[src/rtl/rv_pkg.sv]
// Shared decode definitions: opcodes, format encoding, funct codes and the
// decoded control bundle carried through the decode stage registers.
package rv_pkg;

   // Base opcodes, inst[6:0]
   localparam logic [6:0] OP_LOAD   = 7'b0000011;
   localparam logic [6:0] OP_IMM    = 7'b0010011;
   localparam logic [6:0] OP_AUIPC  = 7'b0010111;
   localparam logic [6:0] OP_STORE  = 7'b0100011;
   localparam logic [6:0] OP_OP     = 7'b0110011;
   localparam logic [6:0] OP_LUI    = 7'b0110111;
   localparam logic [6:0] OP_BRANCH = 7'b1100011;
   localparam logic [6:0] OP_JALR   = 7'b1100111;
   localparam logic [6:0] OP_JAL    = 7'b1101111;

   // Instruction formats as seen on out_fmt
   typedef enum logic [2:0] {
      FMT_R = 3'd0,
      FMT_I = 3'd1,
      FMT_S = 3'd2,
      FMT_B = 3'd3,
      FMT_U = 3'd4,
      FMT_J = 3'd5
   } fmt_e;

   // Load widths
   localparam logic [2:0] F3_LB  = 3'b000;
   localparam logic [2:0] F3_LH  = 3'b001;
   localparam logic [2:0] F3_LW  = 3'b010;
   localparam logic [2:0] F3_LBU = 3'b100;
   localparam logic [2:0] F3_LHU = 3'b101;

   // Store widths
   localparam logic [2:0] F3_SB  = 3'b000;
   localparam logic [2:0] F3_SH  = 3'b001;
   localparam logic [2:0] F3_SW  = 3'b010;

   // Branch conditions
   localparam logic [2:0] F3_BEQ  = 3'b000;
   localparam logic [2:0] F3_BNE  = 3'b001;
   localparam logic [2:0] F3_BLT  = 3'b100;
   localparam logic [2:0] F3_BGE  = 3'b101;
   localparam logic [2:0] F3_BLTU = 3'b110;
   localparam logic [2:0] F3_BGEU = 3'b111;

   // ALU funct codes that gate the funct7 legality rules
   localparam logic [2:0] F3_ADD  = 3'b000;
   localparam logic [2:0] F3_SLL  = 3'b001;
   localparam logic [2:0] F3_SRX  = 3'b101;
   localparam logic [6:0] F7_BASE = 7'b0000000;
   localparam logic [6:0] F7_ALT  = 7'b0100000;

   // Everything in the decoded bundle except the XLEN-wide immediate and PC
   typedef struct packed {
      logic [6:0] op;
      logic [4:0] rs1;
      logic [4:0] rs2;
      logic [4:0] rd;
      logic [2:0] funct3;
      logic [6:0] funct7;
      fmt_e       fmt;
      logic       rs1_en;
      logic       rs2_en;
      logic       rd_we;
      logic       illegal;
   } dec_ctrl_t;

   function automatic logic is_load_f3(input logic [2:0] f3);
      return f3 inside {F3_LB, F3_LH, F3_LW, F3_LBU, F3_LHU};
   endfunction

   function automatic logic is_store_f3(input logic [2:0] f3);
      return f3 inside {F3_SB, F3_SH, F3_SW};
   endfunction

   function automatic logic is_branch_f3(input logic [2:0] f3);
      return f3 inside {F3_BEQ, F3_BNE, F3_BLT, F3_BGE, F3_BLTU, F3_BGEU};
   endfunction

endpackage

[src/rtl/rv_decode_comb.sv]
// Purely combinational RV32I decode: instruction word to control bundle,
// sign-extended immediate and illegal flag. Illegal words decode as a NOP.
module rv_decode_comb
   import rv_pkg::*;
#(
   parameter int XLEN = 32,
   parameter int NREG = 32
) (
   input  logic [31:0]     inst,
   output dec_ctrl_t       ctrl,
   output logic [XLEN-1:0] imm
);

   localparam logic [5:0] NREG_LIM = 6'(NREG);

   logic [6:0] op;
   logic [6:0] f7;
   logic [2:0] f3;
   logic [4:0] rs1_f;
   logic [4:0] rs2_f;
   logic [4:0] rd_f;

   assign op    = inst[6:0];
   assign f7    = inst[31:25];
   assign f3    = inst[14:12];
   assign rs1_f = inst[19:15];
   assign rs2_f = inst[24:20];
   assign rd_f  = inst[11:7];

   fmt_e               fmt;
   logic               known;
   logic               fn_bad;
   logic               shift_imm;
   logic               use_rs1;
   logic               use_rs2;
   logic               use_rd;
   logic               reg_bad;
   logic               illegal;
   logic signed [31:0] imm32;
   logic [XLEN-1:0]    imm_x;

   // Opcode to format, with the per-opcode funct legality rules
   always_comb begin
      known     = 1'b1;
      fn_bad    = 1'b0;
      fmt       = FMT_R;
      shift_imm = 1'b0;
      case (op)
         OP_LOAD: begin
            fmt    = FMT_I;
            fn_bad = !is_load_f3(f3);
         end
         OP_IMM: begin
            fmt       = FMT_I;
            shift_imm = (f3 == F3_SLL) || (f3 == F3_SRX);
            if (f3 == F3_SLL)
               fn_bad = (f7 != F7_BASE);
            else if (f3 == F3_SRX)
               fn_bad = (f7 != F7_BASE) && (f7 != F7_ALT);
         end
         OP_AUIPC, OP_LUI: fmt = FMT_U;
         OP_STORE: begin
            fmt    = FMT_S;
            fn_bad = !is_store_f3(f3);
         end
         OP_OP: begin
            fmt    = FMT_R;
            fn_bad = !((f7 == F7_BASE) ||
                       ((f7 == F7_ALT) && ((f3 == F3_ADD) || (f3 == F3_SRX))));
         end
         OP_BRANCH: begin
            fmt    = FMT_B;
            fn_bad = !is_branch_f3(f3);
         end
         OP_JALR: begin
            fmt    = FMT_I;
            fn_bad = (f3 != 3'b000);
         end
         OP_JAL: fmt = FMT_J;
         default: known = 1'b0;
      endcase
      // Compressed / reserved length encodings are not handled here
      if (inst[1:0] != 2'b11)
         known = 1'b0;
   end

   // Immediate assembly per format, 32-bit signed before widening
   always_comb begin
      case (fmt)
         FMT_I:   imm32 = {{20{inst[31]}}, inst[31:20]};
         FMT_S:   imm32 = {{20{inst[31]}}, inst[31:25], inst[11:7]};
         FMT_B:   imm32 = {{19{inst[31]}}, inst[31], inst[7], inst[30:25], inst[11:8], 1'b0};
         FMT_U:   imm32 = {inst[31:12], 12'h000};
         FMT_J:   imm32 = {{11{inst[31]}}, inst[31], inst[19:12], inst[20], inst[30:21], 1'b0};
         default: imm32 = '0;
      endcase
   end

   // Signed cast carries inst[31] up to XLEN
   assign imm_x = XLEN'(imm32);

   assign use_rs1 = !(fmt inside {FMT_U, FMT_J});
   assign use_rs2 = fmt inside {FMT_R, FMT_S, FMT_B};
   assign use_rd  = fmt inside {FMT_R, FMT_I, FMT_U, FMT_J};

   // Only register fields the format actually uses can make the word illegal
   assign reg_bad = (use_rs1 && ({1'b0, rs1_f} >= NREG_LIM)) ||
                    (use_rs2 && ({1'b0, rs2_f} >= NREG_LIM)) ||
                    (use_rd  && ({1'b0, rd_f}  >= NREG_LIM));

   assign illegal = !known || fn_bad || reg_bad;

   assign imm = illegal ? '0 : imm_x;

   // Bundle assembly; unused fields stay zero and illegal words become NOPs
   always_comb begin
      ctrl         = '0;
      ctrl.op      = op;
      ctrl.illegal = illegal;
      if (!illegal) begin
         ctrl.fmt    = fmt;
         ctrl.rs1    = use_rs1 ? rs1_f : 5'd0;
         ctrl.rs2    = use_rs2 ? rs2_f : 5'd0;
         ctrl.rd     = use_rd  ? rd_f  : 5'd0;
         // U/J are exactly the formats without rs1, and they carry no funct3
         ctrl.funct3 = use_rs1 ? f3 : 3'd0;
         ctrl.funct7 = ((fmt == FMT_R) || shift_imm) ? f7 : 7'd0;
         ctrl.rs1_en = use_rs1;
         ctrl.rs2_en = use_rs2;
         ctrl.rd_we  = use_rd && (rd_f != 5'd0);
      end
   end

endmodule

[src/rtl/rv_decode_stage.sv]
// Registered decode stage between fetch and register read. One main output
// register plus an optional skid entry so in_ready can be a pure flop.
module rv_decode_stage
   import rv_pkg::*;
#(
   parameter int XLEN = 32,
   parameter int NREG = 32,
   parameter int SKID = 1
) (
   input  logic            clk,
   input  logic            rst_n,
   input  logic            flush,
   input  logic            in_valid,
   output logic            in_ready,
   input  logic [31:0]     in_inst,
   input  logic [XLEN-1:0] in_pc,
   output logic            out_valid,
   input  logic            out_ready,
   output logic [XLEN-1:0] out_pc,
   output logic [6:0]      out_op,
   output logic [4:0]      out_rs1,
   output logic [4:0]      out_rs2,
   output logic [4:0]      out_rd,
   output logic [2:0]      out_funct3,
   output logic [6:0]      out_funct7,
   output logic [XLEN-1:0] out_imm,
   output logic [2:0]      out_fmt,
   output logic            out_rs1_en,
   output logic            out_rs2_en,
   output logic            out_rd_we,
   output logic            out_illegal
);

   dec_ctrl_t       dec_ctrl;
   logic [XLEN-1:0] dec_imm;

   rv_decode_comb #(
      .XLEN (XLEN),
      .NREG (NREG)
   ) u_dec (
      .inst (in_inst),
      .ctrl (dec_ctrl),
      .imm  (dec_imm)
   );

   logic            main_vld;
   dec_ctrl_t       main_ctrl;
   logic [XLEN-1:0] main_imm;
   logic [XLEN-1:0] main_pc;

   logic            skid_vld;
   dec_ctrl_t       skid_ctrl;
   logic [XLEN-1:0] skid_imm;
   logic [XLEN-1:0] skid_pc;

   logic            main_free;
   logic            accept;

   // Main can take a new word when empty or when its current word leaves
   assign main_free = !main_vld || out_ready;
   // A word handshaked during flush is discarded
   assign accept    = in_valid && in_ready && !flush;

   // Main register: skid has priority so order is preserved
   always_ff @(posedge clk or negedge rst_n) begin
      if (!rst_n) begin
         main_vld  <= 1'b0;
         main_ctrl <= '0;
         main_imm  <= '0;
         main_pc   <= '0;
      end else if (flush) begin
         main_vld <= 1'b0;
      end else if (main_free) begin
         if (skid_vld) begin
            main_vld  <= 1'b1;
            main_ctrl <= skid_ctrl;
            main_imm  <= skid_imm;
            main_pc   <= skid_pc;
         end else if (accept) begin
            main_vld  <= 1'b1;
            main_ctrl <= dec_ctrl;
            main_imm  <= dec_imm;
            main_pc   <= in_pc;
         end else begin
            main_vld <= 1'b0;
         end
      end
   end

   generate
      if (SKID != 0) begin : g_skid
         // Skid entry: catches the word accepted while main is stalled
         always_ff @(posedge clk or negedge rst_n) begin
            if (!rst_n) begin
               skid_vld  <= 1'b0;
               skid_ctrl <= '0;
               skid_imm  <= '0;
               skid_pc   <= '0;
            end else if (flush) begin
               skid_vld <= 1'b0;
            end else if (skid_vld) begin
               if (main_free)
                  skid_vld <= 1'b0;
            end else if (accept && !main_free) begin
               skid_vld  <= 1'b1;
               skid_ctrl <= dec_ctrl;
               skid_imm  <= dec_imm;
               skid_pc   <= in_pc;
            end
         end

         // Registered ready: any word accepted always has a place to land
         assign in_ready = !skid_vld;
      end else begin : g_noskid
         assign skid_vld  = 1'b0;
         assign skid_ctrl = '0;
         assign skid_imm  = '0;
         assign skid_pc   = '0;
         assign in_ready  = main_free;
      end
   endgenerate

   assign out_valid   = main_vld;
   assign out_pc      = main_pc;
   assign out_imm     = main_imm;
   assign out_op      = main_ctrl.op;
   assign out_rs1     = main_ctrl.rs1;
   assign out_rs2     = main_ctrl.rs2;
   assign out_rd      = main_ctrl.rd;
   assign out_funct3  = main_ctrl.funct3;
   assign out_funct7  = main_ctrl.funct7;
   assign out_fmt     = main_ctrl.fmt;
   assign out_rs1_en  = main_ctrl.rs1_en;
   assign out_rs2_en  = main_ctrl.rs2_en;
   assign out_rd_we   = main_ctrl.rd_we;
   assign out_illegal = main_ctrl.illegal;

endmodule

[config.mk]
export PLATFORM = sky130hd
export DESIGN_NAME = rv_decode_stage
export DESIGN_NICKNAME = d
export VERILOG_FILES = /design/src/rtl/rv_pkg.sv /design/src/rtl/rv_decode_comb.sv /design/src/rtl/rv_decode_stage.sv
export SDC_FILE = /design/constraint.sdc
export NUM_CORES = 1
export LEC_CHECK = 0
export CORE_ASPECT_RATIO = 1.75
export CORE_UTILIZATION = 35
export DETAILED_ROUTE_END_ITERATION = 10
export PLACE_DENSITY = 0.6
export SLEW_MARGIN = 20
export SYNTH_ARGS = -nofsm -noshare
export SYNTH_HDL_FRONTEND = slang
export SYNTH_SLANG_ARGS = --single-unit
export TNS_END_PERCENT = 100
[constraint.sdc]
create_clock -name clk -period 3.3 [get_ports clk]
set_input_delay 0.33 -clock clk [delete_from_list [all_inputs] [get_ports clk]]
set_output_delay 0.33 -clock clk [all_outputs]
set_load 0.02 [all_outputs]
Word level (Yosys, flattened, before mapping)
Cells that the tools add are included.
{"block": "op_classes", "n_eq_ne": 23, "n_bitwise": 2, "n_reduce_logical": 41, "n_mux": 29}
{"op": "$mux W32", "n": 5}
{"op": "$pmux W32 S5", "n": 1}
{"op": "$mux W39", "n": 2}
{"op": "$mux W31", "n": 1}
{"op": "$eq A7 B6 Y1 const B", "n": 4}
{"op": "$eq A7 B7 Y1 const B", "n": 3}
{"op": "$eq A3 B3 Y1 const B", "n": 6}
{"op": "$mux W5", "n": 3}
{"op": "$pmux W3 S5", "n": 1}
{"op": "$eq A7 B5 Y1 const B", "n": 2}
{"op": "$mux W1", "n": 13}
{"op": "$logic_not A1 Y1", "n": 10}
{"op": "$reduce_bool A5 Y1", "n": 2}
{"op": "$eq A3 B2 Y1 const B", "n": 3}
{"op": "$reduce_bool A3 Y1", "n": 3}
{"op": "$reduce_or A9 Y1", "n": 1}
{"op": "$eq A7 B2 Y1 const B", "n": 1}
{"op": "$logic_not A7 Y1", "n": 1}
{"op": "$mux W7", "n": 1}
{"op": "$ne A7 B6 Y1 const B", "n": 1}
{"op": "$reduce_bool A7 Y1", "n": 1}
{"op": "$eq A3 B1 Y1 const B", "n": 2}
{"op": "$logic_and A1 B1 Y1", "n": 6}
{"op": "$logic_not A3 Y1", "n": 2}
{"op": "11 further kinds", "n": 20}
{"block": "totals", "out_inout_bits": 105, "word_cells": 123, "register_bits": 208}

Depth between registers and ports, before layout
Gate-level depths: netlist (run 1).
{"block": "logic_depth", "depth_word": 10, "mapped_depth": 9, "depth_no_buf": 6}

Modules after synthesis
Synthesis (run 1) repeated with hierarchy kept, for this count alone.
{"block": "unflattened", "cells_unflattened": 765, "area_unflattened_um2": 10473.8}
{"module": "rv_decode_stage", "area_each_um2": 9088.7, "n_inst": 1, "seq_area_each_um2": 5205.0, "cells_each": 560}
{"module": "rv_decode_comb", "area_each_um2": 1385.1, "n_inst": 1, "seq_area_each_um2": 0.0, "cells_each": 205}

Worst setup path after synthesis (run 1)
OpenSTA, ideal clock, no wires.
{"block": "synth_timing", "kind": "input -> register", "from": "input in_inst[4]", "to": "register main_imm[1], in the netlist out_imm[1]", "setup_time_ns": 0.083, "slack_ns": 1.198, "path_stages": 8, "arrival_ns": 2.019, "path_cell_list": "and2b_2 > a32oi_1 > a311oi_2 > nand3_2 > or4_4 > buf_6 > buf_8 > o22ai_4"}
{"block": "synth_via", "elab_chain_len": 9, "elab_cells_between_ends": 27, "classes_between": "14 x eq/ne; 8 x mux; 5 x reduce/logical"}
{"element": "start: declaration", "line": "rv_decode_stage.sv:15", "source": "input logic [31:0] in_inst,"}
{"element": "branches (longest 6 deep; another with $pmux W32 S5)"}
{"element": "$mux W32 *", "line": "rv_decode_comb.sv:113", "source": "assign imm = illegal ? '0 : imm_x;"}
{"element": "$mux W32 *", "line": "rv_decode_stage.sv:79", "source": "end else if (accept) begin"}
{"element": "$mux W32 *", "line": "rv_decode_stage.sv:74", "source": "if (skid_vld) begin"}
{"element": "end signal: assignment", "line": "rv_decode_stage.sv:77", "source": "main_imm <= skid_imm;"}
{"element": "end signal: assignment", "line": "rv_decode_stage.sv:82", "source": "main_imm <= dec_imm;"}
{"element": "end: declaration", "line": "rv_decode_stage.sv:48", "source": "logic [XLEN-1:0] main_imm;"}
Mark *: on every way between the ends. The select of a mux whose other input is x is not followed.
A chain may end at the register's enable or synchronous reset.

Final worst setup path (run 1)
{"block": "layout_timing", "from": "input in_inst[3]", "to": "register main_imm[0], in the netlist out_imm[0]"}
Same word-level chain as after synthesis.

==> reports/summary.txt, run 1 <==
YOSYS
-------------------------------------------------------------------------------------
Share of async-settable or async-resettable flops after synthesis                1.00
Post-synthesis share of cell area spent on and, or, nand and nor gates          0.182
Area of the mapped netlist                                                 9280 sq um
Cells taking the most area after synthesis                               dfrtp_1 (56%), nand2_1 (9.7%), o21ai_0 (4.8%)
Count of state elements after synthesis                                           208
Synth Area in Compound Gates                                                    0.172
Number of nets produced by synthesis                                             1040
Post-synthesis cell type with the largest combined area                       dfrtp_1
Adder-Cell Fraction of Synth Area                                                   0
Synth warnings                                                                      0
Post-synthesis instance total                                                     971
Xor and xnor fraction of the mapped netlist area                             0.000944
Share of synthesized area occupied by flip-flops and latches                    0.561
Count of flip-flops with a built-in enable after synthesis                          0
Most used flip-flop cell after synthesis                                      dfrtp_1
Post-Syn Area per Cell                                                     9.56 sq um
Post-synthesis cell type count                                                     46
Post-synth top area share                                                       0.561
Combinational family with the most area after synthesis                  simple AND/OR/NAND/NOR gates
Portion of netlist area occupied by mux cells                                  0.0443

RUN STATUS
-------------------------------------------------------------------------------------
Violations in the final reports                                                   DRC
Status                                                                   finished, violations left

POWER AND IR DROP
-------------------------------------------------------------------------------------
Areal power density over the cells                                        517 nW/um^2
Standby leakage power                                                         5.41 nW
Maximum ir drop on the vdd rail                                              0.509 mV

CRITICAL PATH
-------------------------------------------------------------------------------------
Largest driver fanout on the critical path                                         26
WP data arrival                                                               2900 ps
Crit end category                                                           flip-flop
Crit path required time                                                       3720 ps
Type of the worst setup path                                                   in2reg
Startpoint type of the worst setup path                                    input port

TIMING
-------------------------------------------------------------------------------------
Number of pins exceeding their max-slew limit in the final report                   0
Endpoints failing hold                                                              0
Period Utilization, post-route                                                  0.753
Transition time at the pin with the least slew margin                          771 ps
Clock tree skew after final layout                                            24.3 ps
Setup slack of the critical path after layout                                  816 ps
Worst slew slack as a fraction of its limit                                     0.486
Final Critical Period                                                         2480 ps
Sum Neg Setup Slack                                                              0 ps
Final setup violating endpoints                                                     0
Maximum operating frequency                                                   403 MHz
RSZ-0062 raised after global routing                                            false

CELLS AND AREA
-------------------------------------------------------------------------------------
Final nets                                                                       1188
Share of final-layout standard cells stronger than drive strength 1            0.0952
Area growth, synth to finish                                                    30.1%

DETAILED ROUTING
-------------------------------------------------------------------------------------
Wl on met1                                                                    10.6 mm
DRC violations left                                                                18
Final Routed Wirelength                                                       27.2 mm
Metal2 WL                                                                     13.9 mm
Routed vias/inst                                                                 5.28
Detail-routed net length per standard cell                               18.7 microns
DRT antenna net count                                                               0
Highest routed layer                                                             met4
DR pass1 iterations                                                                10
Length of routed met3 wiring                                                  1.59 mm
Number of vias after detailed routing                                            7683
Initial detailed-routing violation count                                          484

FLOORPLANNING
-------------------------------------------------------------------------------------
Placeable Area                                                            26000 sq um
Initial core utilization                                                        0.358
Area of the die                                                           27200 sq um
Chip width                                                                125 microns
Number of placed I/O pins                                                         174
Placement Rows                                                                     78
Chip Height                                                               217 microns

CTS
-------------------------------------------------------------------------------------
Total CTS buffers                                                                  21
Maximum level of the CTS H-tree                                                     1
Clock latency reported for the late side of the worst-skew pair                520 ps
Root Buffer                                                                 clkbuf_16
TritonCTS clock tree                                                            built
Number of buffers on the longest clock path                                         3
Clock Pin Slew Worst Setup and Hold Paths                                       60 ps
Num Clock Sinks                                                                   208

MIN PATH
-------------------------------------------------------------------------------------
Worst min path class                                                           in2reg

JOB
-------------------------------------------------------------------------------------
Max-cap violation count                                                             0

PLACE
-------------------------------------------------------------------------------------
Number of buffers inserted by port buffering                                      173
Routability congestion estimate                                                 0.892
Setup Slack @ Placement                                                        309 ps
Hpwl dp                                                                       17.9 mm

GLOBAL ROUTE
-------------------------------------------------------------------------------------
Antenna violations before repair                                                    2
Total congestion overflow after global routing                                      0
Vias in the first global route                                                   7774
Global-route wire length before repair                                        43.0 mm
Largest net degree at the start of global routing                                 143
Overall Global Routing Usage                                                    0.201

[per-layer routing]
metal | track usage | up-vias
li1 | - | 3640
met1 | 0.237 | 3742
met2 | 0.353 | 244
met3 | 0.0334 | 57
met4 | 0.0980 | 0
met5 | 0 | -
[cell families after synthesis]
family	after synthesis
compound gates	258
flops	208
buf+inv	86
simple gates	377
mux	41
xor+xnor	1
[Yosys cell counts, types with 2 or more instances]
library cell and number:
nand2_1 239, dfrtp_1 208, o21ai_0 89, a21oi_1 83
clkbuf_1 56, and3_1 50, mux2i_1 40, o21ai_2 37
nor2_1 26, nand3_1 24, inv_1 15, o31ai_1 11
o41ai_1 8, and2_1 7, buf_1 6, o22ai_1 6
or4_1 6, a32o_1 5, nor3_1 5, a22oi_1 4
a31oi_1 4, buf_2 4, buf_6 4, nor2b_1 4
nand2b_1 3, o21a_1 3, or3_1 3, nor4_1 2
o22ai_4 2
[timing repair]
action,4_1_cts,5_1_grt
hold endpoints to repair,85,0
buffers inserted,0,0
gates resized for setup,0,0
hold buffers,1,0
setup endpoints to repair,0,0
[registers in the layout, summed over array words and instances (netlist names), 5 cells and up]
signal and count:
out_funct7 7, out_imm 32, out_op 7, out_pc 32, out_rd 5, out_rs1 5, out_rs2 5, skid_ctrl 39
skid_imm 32, skid_pc 32
[critical path, cell delays in order]
cell and delay, ps:
clkdlybuf4s50_1 640, nor2_1 260, a32oi_1 100, a311oi_2 380, nand3_2 170, or4_4 790
o21ai_0 230
[through the flow]
step	std cells	cell area [sq um]	utilization	power, mW	hold slack, ps
2_1_floorplan	971	9280	-	3.36	34.4
3_3_place_gp	1415	11400	0.438	3.87	447
3_5_place_dp	1415	11400	0.438	3.89	454
4_1_cts	1454	12100	0.465	6.34	337
5_1_grt	1456	12100	0.465	6.52	374
6_report	1456	12100	0.465	6.24	360
[final timing paths]
check	from	endpoint	slack [ps]	depth (start not counted)
setup reg to reg	skid_vld	out_imm[0]	900	5
min in group asynchronous	rst_n	out_funct7[4]	450	2
hold / removal	in_pc[12]	skid_pc[12]	360	3
hold reg to reg	out_funct7[1]	out_funct7[1]	470	2
max in group asynchronous	rst_n	skid_ctrl[25]	1990	3
setup / recovery	in_inst[3]	out_imm[0]	820	7
[cells in the final DEF, fill, tap and decap left out, types with 2 or more instances in the layout]
cell type and n:
a21oi_1 82, a32o_1 5, or4_1 6, nand3_1 23
clkbuf_8 8, o31ai_1 11, nor2b_1 4, inv_1 15
buf_4 17, buf_12 5, and2_1 7, clkbuf_16 21
diode_2 2, mux2i_1 40, o41ai_1 8, clkbuf_1 4
nor4_1 2, o22ai_4 2, dfrtp_1 207, o21ai_0 89
a22oi_1 4, nor3_2 2, and3_1 49, nand2b_1 3
clkinv_2 3, o21a_1 3, o21ai_2 37, clkdlybuf4s50_1 172
or3_1 2, a31oi_1 4, nand2_1 239, o22ai_1 6
nor2_1 26, nor3_1 4
[power breakdown]
part / switching [mW] / internal, mW / total [mW]
clock: 1.00 / 1.41 / 2.41
sequential: 0.136 / 2.78 / 2.91
combinational: 0.518 / 0.397 / 0.915
total: 1.66 / 4.59 / 6.24
[final cells by class]
class,instances,area [sq um]
well taps,320,400
flip-flops and latches,208,5210
clock buffers,32,637
fillers,2520,13900
multi-input cells,677,3740
diodes,2,5.00
clock inverters,6,61.3
inverters,15,56.3
repair buffers,196,1970
(Power assumes the default switching activity.)
==> run 2, diff against run 1 <==
Settings changed: PLACE_DENSITY 0.6 to 0.63.
Clock period 3.3 ns to 2.15 ns, I/O delays scaled along.
==> run 2 against run 1 <==
  * The run still ends with DRC left
  * Worst setup slack lost 720 ps
  * Sequential cell count stayed put
  * Global-route usage up 1.0 points
  * Wire length rose by 3.9%
  * Cell area grew 6.4%
  * Critical path depth stayed put
  * Cell count grew 5.0%
  * Largest cell class unchanged
==> reports/summary.txt, run 2 (same netlist as run 1, synthesis figures left out) <==
TIMING
----------------------------------------------------------------------------------
Number of pins exceeding their max-slew limit in the final report                0   unchanged
Final Critical Period                                                      2060 ps
RSZ-0062 raised after global routing                                         false
Endpoints failing hold                                                           0   unchanged
Final setup violating endpoints                                                  0   unchanged
Period Utilization, post-route                                               0.957
Clock tree skew after final layout                                         6.74 ps   -17.5 ps
Setup slack of the critical path after layout                              92.7 ps   -723 ps
Worst slew slack as a fraction of its limit                                  0.557   +0.0704
Maximum operating frequency                                                486 MHz
Transition time at the pin with the least slew margin                       665 ps   -106 ps
Sum Neg Setup Slack                                                           0 ps   unchanged

FLOORPLANNING
----------------------------------------------------------------------------------
Placeable Area                                                         26000 sq um   unchanged
Placement Rows                                                                  78   unchanged
Chip width                                                             125 microns   unchanged
Initial core utilization                                                     0.358   unchanged
Chip Height                                                            217 microns   unchanged
Area of the die                                                        27200 sq um   unchanged
Number of placed I/O pins                                                      174   unchanged

DETAILED ROUTING
----------------------------------------------------------------------------------
DRC violations left                                                             16   -2
Wl on met1                                                                 10.8 mm   +1.2%
DR pass1 iterations                                                             11   +1
Final Routed Wirelength                                                    28.3 mm   +3.9%
Routed vias/inst                                                              5.15   -2.4%
Initial detailed-routing violation count                                       416   -14%
DRT antenna net count                                                            0   unchanged
Number of vias after detailed routing                                         7871   +2.4%
Detail-routed net length per standard cell                            18.5 microns   -1.1%
Highest routed layer                                                          met4
Metal2 WL                                                                  14.9 mm   +7.5%
Length of routed met3 wiring                                               1.31 mm   -18%

CELLS AND AREA
----------------------------------------------------------------------------------
Finished Core Util                                                           0.495   +0.0296
Area growth, synth to finish                                                 38.4%
Diode count                                                                      0   -2
Final nets                                                                    1264   +6.4%
Commonest non-fill, non-tap cell in the layout                             nand2_1
Fill cell count                                                               2436   -3.3%
Register containing the most flip-flops in the final layout              skid_ctrl
Finished Cell Area                                                     12800 sq um   +6.4%
Share of final-layout standard cells stronger than drive strength 1          0.159   +0.0636
Most frequent cells in the layout                                     nand2_1 (238), dfrtp_1 (207), clkdlybuf4s50_1 (169)
Number of flip-flops in the largest register                                    39   unchanged

GLOBAL ROUTE
----------------------------------------------------------------------------------
Overall Global Routing Usage                                                 0.211   +0.0102
Total congestion overflow after global routing                                   0   unchanged
Global-route wire length before repair                                     44.7 mm   +3.9%
Largest net degree at the start of global routing                               90   -37%
Antenna violations before repair                                                 0   -2
Vias in the first global route                                                8015   +3.1%

CRITICAL PATH
----------------------------------------------------------------------------------
Type of the worst setup path                                                in2reg
Startpoint type of the worst setup path                                 input port
Crit end category                                                        flip-flop
Largest driver fanout on the critical path                                      10   -62%
WP data arrival                                                            2490 ps   -410 ps
Crit path required time                                                    2580 ps   -1140 ps

PLACE
----------------------------------------------------------------------------------
Placed inst area                                                       12000 sq um   +5.8%
Number of buffers inserted by port buffering                                   173   unchanged
Setup Slack @ Placement                                                    -860 ps   -1170 ps
Routability congestion estimate                                              0.859   -3.7%
Hpwl dp                                                                    20.1 mm   +13%

CTS
----------------------------------------------------------------------------------
Num Clock Sinks                                                                208   unchanged
Number of buffers on the longest clock path                                      3   unchanged
Root Buffer                                                              clkbuf_16
Maximum level of the CTS H-tree                                                  1   unchanged
Total CTS buffers                                                               21   unchanged
TritonCTS clock tree                                                         built
Clock latency reported for the late side of the worst-skew pair             510 ps   about the same
Clock Pin Slew Worst Setup and Hold Paths                                    60 ps   about the same

POWER AND IR DROP
----------------------------------------------------------------------------------
Areal power density over the cells                                     780 nW/um^2   +51%
Standby leakage power                                                      5.87 nW   +8.4%
Maximum ir drop on the vdd rail                                           0.635 mV   +25%
Tot Pwr                                                                    10.0 mW   +60%

RUN STATUS
----------------------------------------------------------------------------------
Violations in the final reports                                                DRC
Status                                                                finished, violations left

JOB
----------------------------------------------------------------------------------
Max-cap violation count                                                          0   unchanged

MIN PATH
----------------------------------------------------------------------------------
Worst min path class                                                        in2reg

[run 2: cell count changes in the layout (fill, tap and decap cells not counted), sizes merged]
cell           before  now
buf                22   98
bufinv              1    4
clkbuf             33   30
clkdlybuf4s50     172  169
diode               2    0
dlygate4sd2         0    1
dlymetal6s2s        0    2
inv                16   15
[run 2: routing by layer]
layer | vias to the layer above | global-route usage
met5 | - | 0
met4 | 0 | 0.100
li1 | 3785 | -
met2 | 205 | 0.386
met3 | 58 | 0.0341
met1 | 3823 | 0.238
[run 2: final timing paths]
| path | startpoint | to | slack (ps) | cells after the start |
|---|---|---|---|---|
| worst min-delay path | in_inst[28] | skid_imm[8] | 230 | 4 |
| max in group asynchronous | rst_n | out_imm[16] | 1210 | 3 |
| worst min register to register | skid_ctrl[28] | skid_ctrl[28] | 470 | 2 |
| worst max register to register | out_valid | out_imm[16] | 160 | 6 |
| min in group asynchronous | rst_n | out_funct7[3] | 240 | 2 |
| worst max-delay path | in_inst[1] | out_imm[16] | 90 | 7 |
[run 2: cell type report]
cell class / instances / area, sq um / share of cell area
sequential: 208 / 5210 / 0.405
multi-input combinational: 677 / 3790 / 0.295
timing repair buffer: 272 / 2640 / 0.205
clock buffer: 29 / 616 / 0.0479
tap: 320 / 400 / 0.0312
clock inverter: 8 / 143 / 0.0111
inverter: 15 / 56.3 / 0.00438
[run 2: where the power goes]
group          internal, mW  leakage (nW)  switching (mW)
clock                  2.48         0.373            1.56
sequential             4.26          2.76           0.208
combinational         0.688          2.73           0.825
total                  7.43          5.87            2.59
[run 2: through the flow]
| stage | std cells | hold WS [ps] |
|---|---|---|
| after floorplan | 971 | -80.6 |
| after global placement | 1491 | 222 |
| after detailed placement | 1491 | 230 |
| after CTS | 1529 | 243 |
| after global routing | 1529 | 226 |
| final | 1529 | 230 |
[run 2: critical path, stage by stage]
cell and delay, ps:
clkdlybuf4s50_1 600, nand2_1 200, nor4bb_1 380, a21oi_1 140, or4_4 620, buf_4 220, o21ai_2 110
[run 2: what timing repair did]
action                                  in CTS  in global routing
hold buffers                                 1                  0
endpoints found under the setup margin      86                 94
endpoints found under the hold margin       47                  0
gates resized for setup                      3                 10
buffers inserted                             0                  0
pin swaps                                    1                  2
